<file path="config.mk">
export PLATFORM = sky130hd
export DESIGN_NAME = bus_arbiter
export DESIGN_NICKNAME = d
export VERILOG_FILES = /design/src/rtl/bus_arbiter_pkg.sv /design/src/rtl/bus_arbiter_rr_pick.sv /design/src/rtl/bus_arbiter.sv
export SDC_FILE = /design/constraint.sdc
export NUM_CORES = 1
export LEC_CHECK = 0
export CAP_MARGIN = 20
export CELL_PAD_IN_SITES_DETAIL_PLACEMENT = 2
export CELL_PAD_IN_SITES_GLOBAL_PLACEMENT = 2
export CORE_MARGIN = 2
export CORE_UTILIZATION = 32
export CTS_BUF_LIST = sky130_fd_sc_hd__clkbuf_16
export DETAILED_ROUTE_END_ITERATION = 8
export GPL_TIMING_DRIVEN = 0
export PLACE_DENSITY = 0.84
export SLEW_MARGIN = 20
export SYNTH_ARGS = -nofsm -noshare
export SYNTH_HDL_FRONTEND = slang
export SYNTH_SLANG_ARGS = --single-unit
</file>
<file path="constraint.sdc">
create_clock -name clk -period 2 [get_ports clk]
set_input_delay 0.4 -clock clk [delete_from_list [all_inputs] [get_ports clk]]
set_output_delay 0.4 -clock clk [all_outputs]
set_load 0.02 [all_outputs]
</file>
<file path="src/rtl/bus_arbiter_pkg.sv">
// Shared types and constants for the three-master bus arbiter.
package bus_arbiter_pkg;

    typedef enum logic [1:0] {
        ST_IDLE  = 2'd0,
        ST_GRANT = 2'd1,
        ST_TURN  = 2'd2
    } state_t;

    localparam logic [1:0] M_CPU    = 2'd0;
    localparam logic [1:0] M_DMA    = 2'd1;
    localparam logic [1:0] M_GPU    = 2'd2;
    localparam logic [1:0] NO_OWNER = 2'b11;

    // Successor of a master index in the CPU -> DMA -> GPU ring.
    function automatic logic [1:0] next_idx(input logic [1:0] idx);
        return (idx >= M_GPU) ? M_CPU : idx + 2'd1;
    endfunction

    function automatic logic [2:0] onehot3(input logic [1:0] idx);
        return (idx == NO_OWNER) ? 3'b000 : (3'b001 << idx);
    endfunction

endpackage

</file>
<file path="src/rtl/bus_arbiter_rr_pick.sv">
// Combinational round-robin winner select: search starts just after last.
module rr_pick
    import bus_arbiter_pkg::*;
(
    input  logic [2:0] req,
    input  logic [1:0] last,
    output logic       valid,
    output logic [1:0] winner
);

    logic [1:0] cand [3];
    logic [2:0] hit;

    for (genvar gi = 0; gi < 3; gi++) begin : g_cand
        if (gi == 0) begin : g_first
            assign cand[gi] = next_idx(last);
        end else begin : g_rest
            assign cand[gi] = next_idx(cand[gi-1]);
        end
        assign hit[gi] = req[cand[gi]];
    end

    always_comb begin
        valid  = 1'b0;
        winner = NO_OWNER;
        if (hit[0]) begin
            valid  = 1'b1;
            winner = cand[0];
        end else if (hit[1]) begin
            valid  = 1'b1;
            winner = cand[1];
        end else if (hit[2]) begin
            valid  = 1'b1;
            winner = cand[2];
        end
    end

endmodule

</file>
<file path="src/rtl/bus_arbiter.sv">
// Three-master bus arbiter: round-robin grants, hold-time preemption,
// dead-bus turnaround between owners and a locked-overrun pulse.
module bus_arbiter
    import bus_arbiter_pkg::*;
#(
    parameter int MAX_HOLD    = 16,
    parameter int TURN_CYCLES = 1
) (
    input  logic       clk,
    input  logic       reset,
    input  logic [2:0] req,
    input  logic [2:0] lock,
    output logic [2:0] gnt,
    output logic [1:0] owner,
    output logic       busy,
    output logic       timeout_err
);

    localparam logic [7:0] HOLD_MAX  = 8'(MAX_HOLD - 1);
    localparam logic [1:0] TURN_LAST = 2'(TURN_CYCLES - 1);

    state_t     state_q, state_d;
    logic [2:0] gnt_q, gnt_d;
    logic [1:0] last_q, last_d;
    logic [7:0] hold_q, hold_d;
    logic [1:0] turn_q, turn_d;
    logic       err_q, err_d;
    logic       err_done_q, err_done_d;

    logic       pick_valid;
    logic [1:0] pick_winner;
    logic       own_req, own_lock, others_wait;

    rr_pick u_pick (
        .req    (req),
        .last   (last_q),
        .valid  (pick_valid),
        .winner (pick_winner)
    );

    // Masking with the one-hot grant avoids indexing by an encoded owner.
    assign own_req     = |(req & gnt_q);
    assign own_lock    = |(lock & gnt_q);
    assign others_wait = |(req & ~gnt_q);

    always_comb begin
        state_d    = state_q;
        gnt_d      = gnt_q;
        last_d     = last_q;
        hold_d     = hold_q;
        turn_d     = turn_q;
        err_d      = 1'b0;
        err_done_d = err_done_q;
        case (state_q)
            ST_IDLE: begin
                gnt_d = 3'b000;
                if (pick_valid) begin
                    gnt_d      = onehot3(pick_winner);
                    last_d     = pick_winner;
                    hold_d     = 8'd0;
                    err_done_d = 1'b0;
                    state_d    = ST_GRANT;
                end
            end
            ST_GRANT: begin
                if (hold_q != HOLD_MAX) hold_d = hold_q + 8'd1;
                if (!own_req) begin
                    gnt_d   = 3'b000;
                    turn_d  = 2'd0;
                    state_d = ST_TURN;
                end else if (hold_q == HOLD_MAX && others_wait) begin
                    if (!own_lock) begin
                        gnt_d   = 3'b000;
                        turn_d  = 2'd0;
                        state_d = ST_TURN;
                    end else if (!err_done_q) begin
                        err_d      = 1'b1;
                        err_done_d = 1'b1;
                    end
                end
            end
            ST_TURN: begin
                gnt_d = 3'b000;
                if (turn_q == TURN_LAST) begin
                    state_d = ST_IDLE;
                    if (pick_valid) begin
                        gnt_d      = onehot3(pick_winner);
                        last_d     = pick_winner;
                        hold_d     = 8'd0;
                        err_done_d = 1'b0;
                        state_d    = ST_GRANT;
                    end
                end else begin
                    turn_d = turn_q + 2'd1;
                end
            end
            default: begin
                gnt_d   = 3'b000;
                state_d = ST_IDLE;
            end
        endcase
    end

    always_ff @(posedge clk) begin
        if (reset) begin
            state_q    <= ST_IDLE;
            gnt_q      <= 3'b000;
            last_q     <= M_GPU;
            hold_q     <= 8'd0;
            turn_q     <= 2'd0;
            err_q      <= 1'b0;
            err_done_q <= 1'b0;
        end else begin
            state_q    <= state_d;
            gnt_q      <= gnt_d;
            last_q     <= last_d;
            hold_q     <= hold_d;
            turn_q     <= turn_d;
            err_q      <= err_d;
            err_done_q <= err_done_d;
        end
    end

    always_comb begin
        case (gnt_q)
            3'b001:  owner = M_CPU;
            3'b010:  owner = M_DMA;
            3'b100:  owner = M_GPU;
            default: owner = NO_OWNER;
        endcase
    end

    assign busy        = |gnt_q;
    assign gnt         = gnt_q;
    assign timeout_err = err_q;

endmodule

</file>
# --- After elaboration in Yosys (flattened, before gate mapping) ---
# Cells that the tools add are included.
# W data, S select, Z words.
op_classes:
  addsub: 5
  magnitude_cmp: 6
  n_eq_ne: 17
  n_shift: 1
  muxes: 49
  n_bitwise: 8
  n_reduce_logical: 17
ops:
  columns: ["op", "count"]
  rows:
  - ["$mux W2", 17]
  - ["$mux W8", 3]
  - ["$pmux W8 S3", 1]
  - ["$mux W3", 6]
  - ["$ne A2 B2 Y1 const B", 7]
  - ["$mux W1", 13]
  - ["$pmux W2 S3", 2]
  - ["$reduce_or A3 Y1", 4]
  - ["$and A3 B3 Y3", 3]
  - ["$lt A2 B3 Y1 const B", 3]
  - ["$pmux W3 S3", 1]
  - ["$add A2 B1 Y2 const B", 4]
  - ["$add A8 B1 Y8 const B", 1]
  - ["$eq A8 B4 Y1 const B", 1]
  - ["$ne A8 B4 Y1 const B", 1]
  - ["$pmux W2 S2", 2]
  - ["$reduce_and A4 Y1", 2]
  - ["$bmux W1 S2", 3]
  - ["$ge A2 B2 Y1 const B", 3]
  - ["$ne A3 B3 Y1 const B", 2]
  - ["$reduce_and A5 Y1", 1]
  - ["$reduce_or A5 Y1", 1]
  - ["$eq A2 B2 Y1 const B", 2]
  - ["$logic_not A2 Y1", 2]
  - ["13 further kinds", 18]
totals:
  regBits: 19
  input_bits: 8
  out_inout_bits: 7

# --- Logic depth before layout (Yosys ltp) ---
# Gate-level depths: netlist (run 1).
logic_depth:
  word_depth: 16
  depth_mapped: 8

# --- By module ---
# A second synthesis (run 1) with hierarchy kept.
unflattened:
  cells_unflattened: 123
  area_unflattened_um2: 1011.0
by_module_without_submodules:
  columns: ["mod", "instances", "cells_each", "area_per_inst_um2", "seq_area_each_um2"]
  rows:
  - ["bus_arbiter", 1, 117, 969.7, 380.4]
  - ["rr_pick", 1, 6, 41.3, 0.0]

# --- Least setup slack after synthesis (run 1) ---
# Ideal clock, no wire load.
synth_timing:
  path_kind: "reg-to-reg"
  startpoint: "register gnt_q[0], in the netlist gnt[0]"
  endpoint: "register turn_q[0]"
  setup_time_ns: 0.121
  arrival_time_ns: 1.455
  t_required_ns: 1.879
  path_slack_ns: 0.424
  path_stages_with_launch: 7
  synth_period_minus_slack_ns: 1.576
  path_cell_list: "dfxtp_1 buf_4 nand2b_1 o221ai_1 nand3_2 a2bb2oi_2 mux2_4"
synth_via:
  elab_chain_len: 6
synth_rtl:
  columns: ["item", "line_no", "rtl"]
  rows:
  - ["from (decl)", "bus_arbiter.sv:23", "logic [2:0] gnt_q, gnt_d;"]
  - ["from (signal assigned)", "bus_arbiter.sv:115", "gnt_q <= gnt_d;"]
  - ["$not A3 Y3", "bus_arbiter.sv:44", "assign others_wait = |(req & ~gnt_q);"]
  - ["$and A3 B3 Y3", "bus_arbiter.sv:44", null]
  - ["$reduce_or A3 Y1", "bus_arbiter.sv:44", null]
  - ["$logic_and A1 B1 Y1", "bus_arbiter.sv:71", "end else if (hold_q == HOLD_MAX && others_wait) begin"]
  - ["$ne A3 B3 Y1 (no line)", null, null]
  - ["$reduce_and A4 Y1 (no line)", null, null]
  - ["to (signal assigned)", "bus_arbiter.sv:118", "turn_q <= turn_d;"]
  - ["to (decl)", "bus_arbiter.sv:26", "logic [1:0] turn_q, turn_d;"]
# Several ways; a longest one is shown, not always the timed one.
# A chain may end at the register's enable or synchronous reset.

# --- Worst setup path in the final report (run 1) ---
layout_timing:
  startpoint: "input req[1]"
  endpoint: "register turn_q[0]"
layout_via:
  elab_chain_len: 5
layout_rtl:
  columns: ["item", "line_no", "rtl"]
  rows:
  - ["from (decl)", "bus_arbiter.sv:11", "input logic [2:0] req,"]
  - ["$and A3 B3 Y3", "bus_arbiter.sv:44", null]
  - ["$reduce_or A3 Y1", "bus_arbiter.sv:44", null]
  - ["$logic_and A1 B1 Y1", "bus_arbiter.sv:71", null]
  - ["$ne A3 B3 Y1 (no line)", null, null]
  - ["$reduce_and A4 Y1 (no line)", null, null]
# Several ways; a longest one is shown, not always the timed one.

==> impl_metrics.ini, run 1 <==
[run_status]
status = complete, no violations

[worst_setup_path]
crit_start = req[1]
reg2reg_from = hold_q[0]$_SDFFE_PP0P_
required_ns = 2.14
worstSetupEndpointType = register
crit_path_max_fanout = 6
r2r_slack_ns = 0.28
arrival_ns = 2.05
crit_type = input pin to register
cp-start-kind = input pin

[grt]
antenna_found_initial = 0
grt.total_usage_pct = 16.51
busiest_layer = met2
use_met2_pct = 31.64
grtUsageMet1_pct = 18.26
grt_pass1_wl_um = 4471
met3_usage_pct = 4.478
grt_start_max_net_pins = 13
grt.overflow.total = 0
grt_pass1_vias = 944

[die]
core.rowCount = 20
die_h_um = 60.80
ios = 15
start_util_pct = 33.81
die_x_um = 60.80
die_area_sq_um = 3696
core_sq_um = 3053

[clocking]
clk_pin_slew_ns = 0.06
clockBufferDepth = 2
cts_sinks = 19
cts_root_buf = clkbuf_16
numCtsBuffers = 3
clock_latency_ns = 0.25
cts_setup_buffers = 0
cts_tree = built
cts.htree.levels = 1
cts_resized = 1
hold_buffers = 0

[cells_and_area]
area_growth_pct = 27.39
nets = 147
postLayoutCellArea_sq_um = 1315
drive_above_1_share_pct = 13.24
regArea_sq_um = 381.6
final_cell_mix = 18 x dfxtp_1, 16 x nor2_1, 11 x clkdlybuf4s50_1
layout_commonest_cell = dfxtp_1
multi_input_area_sq_um = 609.3
n_fill_cell = 354
antenna_cells = 0

[logic_synthesis]
synth-seq-cells = 19
syn_nets = 128
ys_types = 39
synth_flop_cell = dfxtp_1
yosysWarnings = 0
netlist_area_sq_um = 1032
syn_inst = 118
syn_avg_cell_area_sq_um = 8.748
async_flop_share_pct = 0
seq_area_frac_synth_pct = 36.85
synth-edff-count = 0

[power]
worst_ir_drop_vdd_uv = 491.4
powerDensity_nw_per_um2 = 763.2
leakage_uw = 0.0005070

[hold_path]
worstHoldStart = err_done_q$_SDFFE_PP0P_
min_path_type = register to register

[placed_design]
dp_hpwl_um = 2080
preCtsSetupSlack_ns = -0.1872
place.port_buffers = 14
place_area_sq_um = 1227
globalplace.congestion = 0.7319

[timing]
final.setup_skew_ns = 0.0009754
finalSetupViolations = 0
fin_ws_ns = 0.09115
fin_crit_sh_pct = 95.44
relSlewSlack_pct = 70.90
finalSetupTns_ns = 0
fin_crit_ns = 1.909
max_slew.worst_pin.slew_ns = 0.4365
hold_viol = 0
clock.fmax_ghz = 0.5239
finalMaxSlewViolations = 0
rsz0062_at_grt = false

[drt]
vias = 907
drc = 0
post_drt_wl_per_cell_um = 15.43
drt-pass1-iter-count = 4
avgViaCountPerCell = 5.039
drtIter0Drc = 19
ant_nets = 0
drt_wl_total_um = 2778

[job]
cap_violations = 0
sequential cells by signal (all words and copies together) (netlist names):
| name | cells |
|---|---|
| gnt | 3 |
| turn_q | 2 |
| state_q | 2 |
| err_done_q | 1 |
| timeout_err | 1 |
| last_q | 2 |
| hold_q | 8 |
cell type report:
cell class / instances / share of cell area, %
buffer: 4 / 1.522
clock inverter: 1 / 0.5709
timing repair buffer: 14 / 10.94
tap: 44 / 4.186
clock buffer: 3 / 5.709
inverter: 6 / 1.713
multi-input combinational: 89 / 46.34
sequential: 19 / 29.02
layer usage:
| layer | vias up | share of wire (%) |
|---|---|---|
| met5 | - | 0 |
| li1 | 449 | - |
| met4 | 0 | 0.29 |
| met2 | 12 | 56 |
| met1 | 444 | 41 |
| met3 | 2 | 2.3 |
logic make-up (layout without fill, tap and decap cells):
| kind of cell | Yosys count | after routing | synth area share (%) |
|---|---|---|---|
| fa+ha+maj | 2 | 2 | 2.424 |
| buf+inv | 10 | 28 | 4.121 |
| mux | 2 | 2 | 2.424 |
| flops | 19 | 19 | 36.85 |
| compound gates | 28 | 28 | 20.00 |
| xor+xnor | 9 | 9 | 7.637 |
| simple gates | 48 | 48 | 26.55 |
stage by stage:
step           hold WS, ns  cells  utilization, %  total power, uW
6_report            0.4301    180           43.07             1004
5_1_grt             0.4466    180           43.07             1051
4_1_cts             0.4347    180           42.87             1019
3_3_place_gp        0.4176    176           40.20            584.3
3_5_place_dp        0.4255    176           40.20            597.2
2_1_floorplan       0.4072    118               -            521.7
cell usage after synthesis, drive strengths merged (2+ instances only):
cell type,count,area (sq um)
dfxtp,19,380.4
nor2,16,60.06
nand2b,9,56.30
xor2,9,78.83
nand2,7,26.28
a21oi,6,37.54
inv,6,22.52
o21ai,6,30.03
o211ai,5,37.54
nor3,4,30.03
and2,3,18.77
and3,2,12.51
buf,2,12.51
clkbuf,2,7.510
ha,2,25.02
or3,2,17.52
final timing paths:
path,to,depth (start not counted)
worst max-delay path,turn_q[0]$_SDFFE_PP0P_,6
worst min-delay path,timeout_err$_SDFF_PP0_,1
worst max register to register,hold_q[7]$_SDFFE_PP0P_,6
worst min register to register,timeout_err$_SDFF_PP0_,1
critical path, stage by stage:
cell and delay (ns):
clkdlybuf4s50_1 0.59, inv_1 0.06, o221ai_1 0.27, nand3_2 0.19, a2bb2oi_2 0.23, mux2_4 0.30
where the power goes:
part	total, uW	switching (uW)	internal, uW
Sequential	409	15.3	394
Clock	420	150	270
Combinational	174	100	74.2
Total	1000	265	738
(Power assumes the default switching activity.)
==> inputs of run 2 (changes only) <==
--- a/config.mk
+++ b/config.mk
@@ -14,6 +14,7 @@
 export DETAILED_ROUTE_END_ITERATION = 8
 export GPL_TIMING_DRIVEN = 0
 export PLACE_DENSITY = 0.84
+export RECOVER_POWER = 50
 export SLEW_MARGIN = 20
 export SYNTH_ARGS = -nofsm -noshare
 export SYNTH_HDL_FRONTEND = slang
==> impl_metrics.ini, run 2 (synthesis results as in run 1) <==
[run_status]
status = complete, no violations

[drt]
drtIter0Drc = 20
vias = 907
ant_nets = 0
drt_wl_total_um = 2781
drc = 0
drt-pass1-iter-count = 4
avgViaCountPerCell = 5.039
post_drt_wl_per_cell_um = 15.45

[clocking]
cts_tree = built
clk_pin_slew_ns = 0.06
hold_buffers = 0
cts_sinks = 19
numCtsBuffers = 3
cts_root_buf = clkbuf_16
clockBufferDepth = 2
cts_setup_buffers = 0
cts.htree.levels = 1
clock_latency_ns = 0.25
cts_resized = 1

[worst_setup_path]
cp_slowest_stage_delay_ns = 0.59
crit_path_max_fanout = 6
cp_slowest_cell = clkdlybuf4s50_1
reg2reg_from = hold_q[0]$_SDFFE_PP0P_
cp-start-kind = input pin
crit_start = req[1]
worstSetupEndpointType = register
critPathBufInv = 2
crit_type = input pin to register
required_ns = 2.14
crit_family = buffers and inverters
path_cells = clkdlybuf4s50_1 -> inv_1 -> o221ai_1 -> nand3_2 -> a2bb2oi_2 -> mux2_4
arrival_ns = 2.04

[timing]
final.setup_skew_ns = 0.0009975
fin_crit_ns = 1.899
max_slew.worst_pin.slew_ns = 0.4362
relSlewSlack_pct = 70.92
finalSetupViolations = 0
clock.fmax_ghz = 0.5265
finalMaxSlewViolations = 0
hold_viol = 0
fin_crit_sh_pct = 94.97
rsz0062_at_grt = false
finalSetupTns_ns = 0

[job]
cap_violations = 0

[grt]
antenna_found_initial = 0
grt.overflow.total = 0
grt.total_usage_pct = 16.51
grt_start_max_net_pins = 13
grt_pass1_vias = 944
grt_pass1_wl_um = 4471

[cells_and_area]
antenna_cells = 0
layout_commonest_cell = dfxtp_1
nets = 147
final_core_utilization_pct = 42.42
regMostFlops = hold_q
drive_above_1_share_pct = 13.24
postLayoutCellArea_sq_um = 1295
largest_reg_flops = 8
n_fill_cell = 357
area_growth_pct = 25.45
regArea_sq_um = 381.6
final_cell_mix = 18 x dfxtp_1, 16 x nor2_1, 9 x xor2_1, 9 x nand2b_1
multi_input_area_sq_um = 609.3

[placed_design]
globalplace.congestion = 0.7319
place.port_buffers = 14
place_area_sq_um = 1227
dp_hpwl_um = 2080

[power]
power_frac_comb_pct = 16.7
p_int_uw = 730.3
swShare_pct = 26.63
p_switching_uw = 265.1
power.total_uw = 995.3
powerDensity_nw_per_um2 = 768.6
seqPwrFrac_pct = 41.1
worst_ir_drop_vdd_uv = 491.3
leakage_uw = 0.0005066
clkPwrFrac_pct = 42.2

[hold_path]
min_path_type = register to register
worstHoldStart = err_done_q$_SDFFE_PP0P_

[die]
die_x_um = 60.80
die_area_sq_um = 3696
start_util_pct = 33.81
die_h_um = 60.80
core_sq_um = 3053
ios = 15
core.rowCount = 20
==> run 2: changes by cell type in the layout (fill, tap and decap cells not counted), sizes merged <==
| cell | before | now |
|---|---|---|
| dlygate4sd3 | 0 | 4 |
| clkbuf | 5 | 8 |
| buf | 2 | 1 |
| clkdlybuf4s50 | 11 | 7 |
| dlymetal6s2s | 2 | 0 |
==> run 2: power by group through the flow <==
| stage | Clock, uW | Combinational (uW) | Sequential [uW] |
|---|---|---|---|
| finish | 420 | 166 | 409 |
| global route | 447 | 183 | 412 |
| CTS | 430 | 179 | 409 |
| detailed placement | 0 | 180 | 418 |
| global placement | 0 | 169 | 416 |
| floorplan | 0 | 103 | 419 |
==> run 2: metal layers <==
metal | routed length, um | vias up | track usage [%] | share of wire, %
li1 | - | 449 | - | -
met1 | 1144 | 444 | 18.26 | 41
met2 | 1562 | 12 | 31.64 | 56
met3 | 65 | 2 | 4.478 | 2.3
met4 | 8 | 0 | 2.795 | 0.29
met5 | 0 | - | 0 | 0
==> run 2: worst register-to-register path: stages (launching register included) <==
cell and delay, ns:
dfxtp_1 0.33, ha_1 0.24, and3_1 0.24, a21oi_2 0.38, o2111ai_1 0.17, xor2_1 0.16, nor2_1 0.06
==> run 2: layout make-up <==
| class | count | area share [%] |
|---|---|---|
| Tap cell | 44 | 4.251 |
| Buffer | 4 | 1.353 |
| Timing Repair Buffer | 14 | 9.758 |
| Multi-Input combinational cell | 89 | 47.05 |
| Clock buffer | 3 | 5.797 |
| Clock inverter | 1 | 0.5797 |
| Sequential cell | 19 | 29.47 |
| Inverter | 6 | 1.739 |
==> run 2: final timing paths <==
| path | endpoint | slack, ns | cells past startpoint |
|---|---|---|---|
| setup / recovery | turn_q[0]$_SDFFE_PP0P_ | 0.10 | 6 |
| hold / removal | timeout_err$_SDFF_PP0_ | 0.43 | 1 |
| hold reg to reg | timeout_err$_SDFF_PP0_ | 0.43 | 1 |
| setup reg to reg | hold_q[7]$_SDFFE_PP0P_ | 0.28 | 6 |
==> run 2: per-stage QoR <==
stage / instances / setup WS (ns) / hold WS, ns
floorplan: 118 / 0.4242 / 0.4072
global placement: 176 / -0.1338 / 0.4176
detailed placement: 176 / -0.1872 / 0.4255
CTS: 180 / 0.02057 / 0.4347
global route: 180 / 0.007598 / 0.4466
finish: 180 / 0.1006 / 0.4301
==> inputs of run 3 (changes only) <==
--- a/config.mk
+++ b/config.mk
@@ -5,7 +5,7 @@
 export SDC_FILE = /design/constraint.sdc
 export NUM_CORES = 1
 export LEC_CHECK = 0
-export CAP_MARGIN = 20
+export CAP_MARGIN = 5
 export CELL_PAD_IN_SITES_DETAIL_PLACEMENT = 2
 export CELL_PAD_IN_SITES_GLOBAL_PLACEMENT = 2
 export CORE_MARGIN = 2
@@ -15,7 +15,8 @@
 export GPL_TIMING_DRIVEN = 0
 export PLACE_DENSITY = 0.84
 export RECOVER_POWER = 50
-export SLEW_MARGIN = 20
+export SETUP_SLACK_MARGIN = 0.2
+export SLEW_MARGIN = 0
 export SYNTH_ARGS = -nofsm -noshare
 export SYNTH_HDL_FRONTEND = slang
 export SYNTH_SLANG_ARGS = --single-unit
==> impl_metrics.ini, run 3 (synthesis results as in run 1) <==
[run_status]
status = complete, no violations

[cells_and_area]
nets = 149
regMostFlops = hold_q
largest_reg_flops = 8
final_core_utilization_pct = 43.73
drive_above_1_share_pct = 14.49
antenna_cells = 0
layoutNonFillerInstCount = 182
final_cell_mix = 19 x dfxtp_1, 16 x nor2_1, 9 x xor2_1, 9 x nand2b_1, 7 x nand2_1
postLayoutCellArea_sq_um = 1335
area_growth_pct = 29.33
layout_commonest_cell = dfxtp_1

[grt]
grt.overflow.total = 0
grt_start_max_net_pins = 13
grtUsageMet1_pct = 18.26
grt_pass1_wl_um = 4574
use_met2_pct = 31.49
met3_usage_pct = 4.904
grt.total_usage_pct = 16.86
antenna_found_initial = 0
busiest_layer = met2
grt_pass1_vias = 982

[die]
core_sq_um = 3053
die_x_um = 60.80
ios = 15
core.rowCount = 20
die_area_sq_um = 3696
die_h_um = 60.80
start_util_pct = 33.81

[drt]
drc = 0
drtIter0Drc = 13
avgViaCountPerCell = 5.132
ant_nets = 0
vias = 934
post_drt_wl_per_cell_um = 15.64
drt_wl_total_um = 2847
drt-pass1-iter-count = 6

[timing]
finalSetupTns_ns = 0
final.setup_skew_ns = 0.002335
fin_crit_ns = 1.779
finalSetupViolations = 0
finalMaxSlewViolations = 0
max_slew.worst_pin.slew_ns = 0.4373
clock.fmax_ghz = 0.5620
fin_crit_sh_pct = 88.96
rsz0062_at_grt = true
hold_viol = 0
relSlewSlack_pct = 70.84

[clocking]
cts.htree.levels = 1
clockBufferDepth = 2
numCtsBuffers = 3
cts_sinks = 19
cts_tree = built
hold_buffers = 0
cts_root_buf = clkbuf_16
clock_latency_ns = 0.25
clk_pin_slew_ns = 0.06

[worst_setup_path]
arrival_ns = 1.92
timing.critical_path.mode_cell = inv_1
cp_slowest_cell = a211oi_1
path_cells = inv_1 -> ha_1 -> inv_1 -> a211oi_1 -> clkbuf_4 -> o211ai_1 -> xor2_1 -> nor2_1
required_ns = 2.14
cp-start-kind = register
crit_path_max_fanout = 10
worstSetupEndpointType = register
cp_slowest_stage_delay_ns = 0.39
crit_type = register to register

[power]
p_int_uw = 738.4
seqPwrFrac_pct = 40.6
swShare_pct = 26.71
clkPwrFrac_pct = 41.8
powerDensity_nw_per_um2 = 754.7
worst_ir_drop_vdd_uv = 480.3
power_frac_comb_pct = 17.6
leakage_uw = 0.0005243
p_switching_uw = 269.1

[placed_design]
dp_hpwl_um = 2080
dp_cells = 176
globalplace.congestion = 0.7319
place_area_sq_um = 1227
place.port_buffers = 14

[hold_path]
min_path_type = register to register

[job]
cap_violations = 0
==> run 3: power groups by stage <==
stage / registers [uW] / clock network [uW] / logic [uW]
floorplan: 419 / 0 / 103
global placement: 416 / 0 / 169
detailed placement: 418 / 0 / 180
CTS: 410 / 430 / 181
global route: 412 / 449 / 196
finish: 409 / 421 / 177
==> run 3: final cells by class <==
class                           instances  area (sq um)
Tap cell                               44         55.05
Inverter                                6         22.52
Clock inverter                          1         7.507
Fill cell                             350          1718
Timing Repair Buffer                   16         141.4
Multi-Input combinational cell         89         629.4
Clock buffer                            3         75.07
Buffer                                  4         23.77
Sequential cell                        19         380.4
==> run 3: per-layer routing <==
layer	vias up	part of all wire, %
li1	453	-
met1	459	41
met2	18	55
met3	4	3.3
met4	0	1.2
met5	-	0
==> run 3: worst paths after layout <==
check | to | from | slack (ns) | cells after the start
min | timeout_err$_SDFF_PP0_ | err_done_q$_SDFFE_PP0P_ | 0.43 | 1
max | hold_q[5]$_SDFFE_PP0P_ | turn_q[0]$_SDFFE_PP0P_ | 0.22 | 8
min reg2reg | timeout_err$_SDFF_PP0_ | err_done_q$_SDFFE_PP0P_ | 0.43 | 1
max reg2reg | hold_q[5]$_SDFFE_PP0P_ | turn_q[0]$_SDFFE_PP0P_ | 0.22 | 8
==> run 3: repair_timing <==
action / CTS / global route
buffers inserted: 2 / 0
cloned: 0 / 0
pin swaps: 2 / 0
resized for setup: 9 / 7
endpoints found under the setup margin: 15 / 8
==> run 3: critical path, delay by kind of cell (launching register included) <==
kind | cells | cell delay [ns]
AOI/OAI and AO/OA | 2 | 0.52
xor gates and xnor gates | 1 | 0.17
adders and majority gates | 1 | 0.18
buffers and inverters | 3 | 0.43
DFF | 1 | 0.31
and+or+nand+nor | 1 | 0.05
==> run 3: through the flow <==
step                setup WS [ns]  hold slack (ns)  total power (uW)
global placement          -0.1338           0.4176             584.3
CTS                        0.2022           0.4347              1021
detailed placement        -0.1872           0.4255             597.2
floorplan                  0.4242           0.4072             521.7
global route               0.1032           0.4467              1056
finish                     0.2207           0.4298              1008
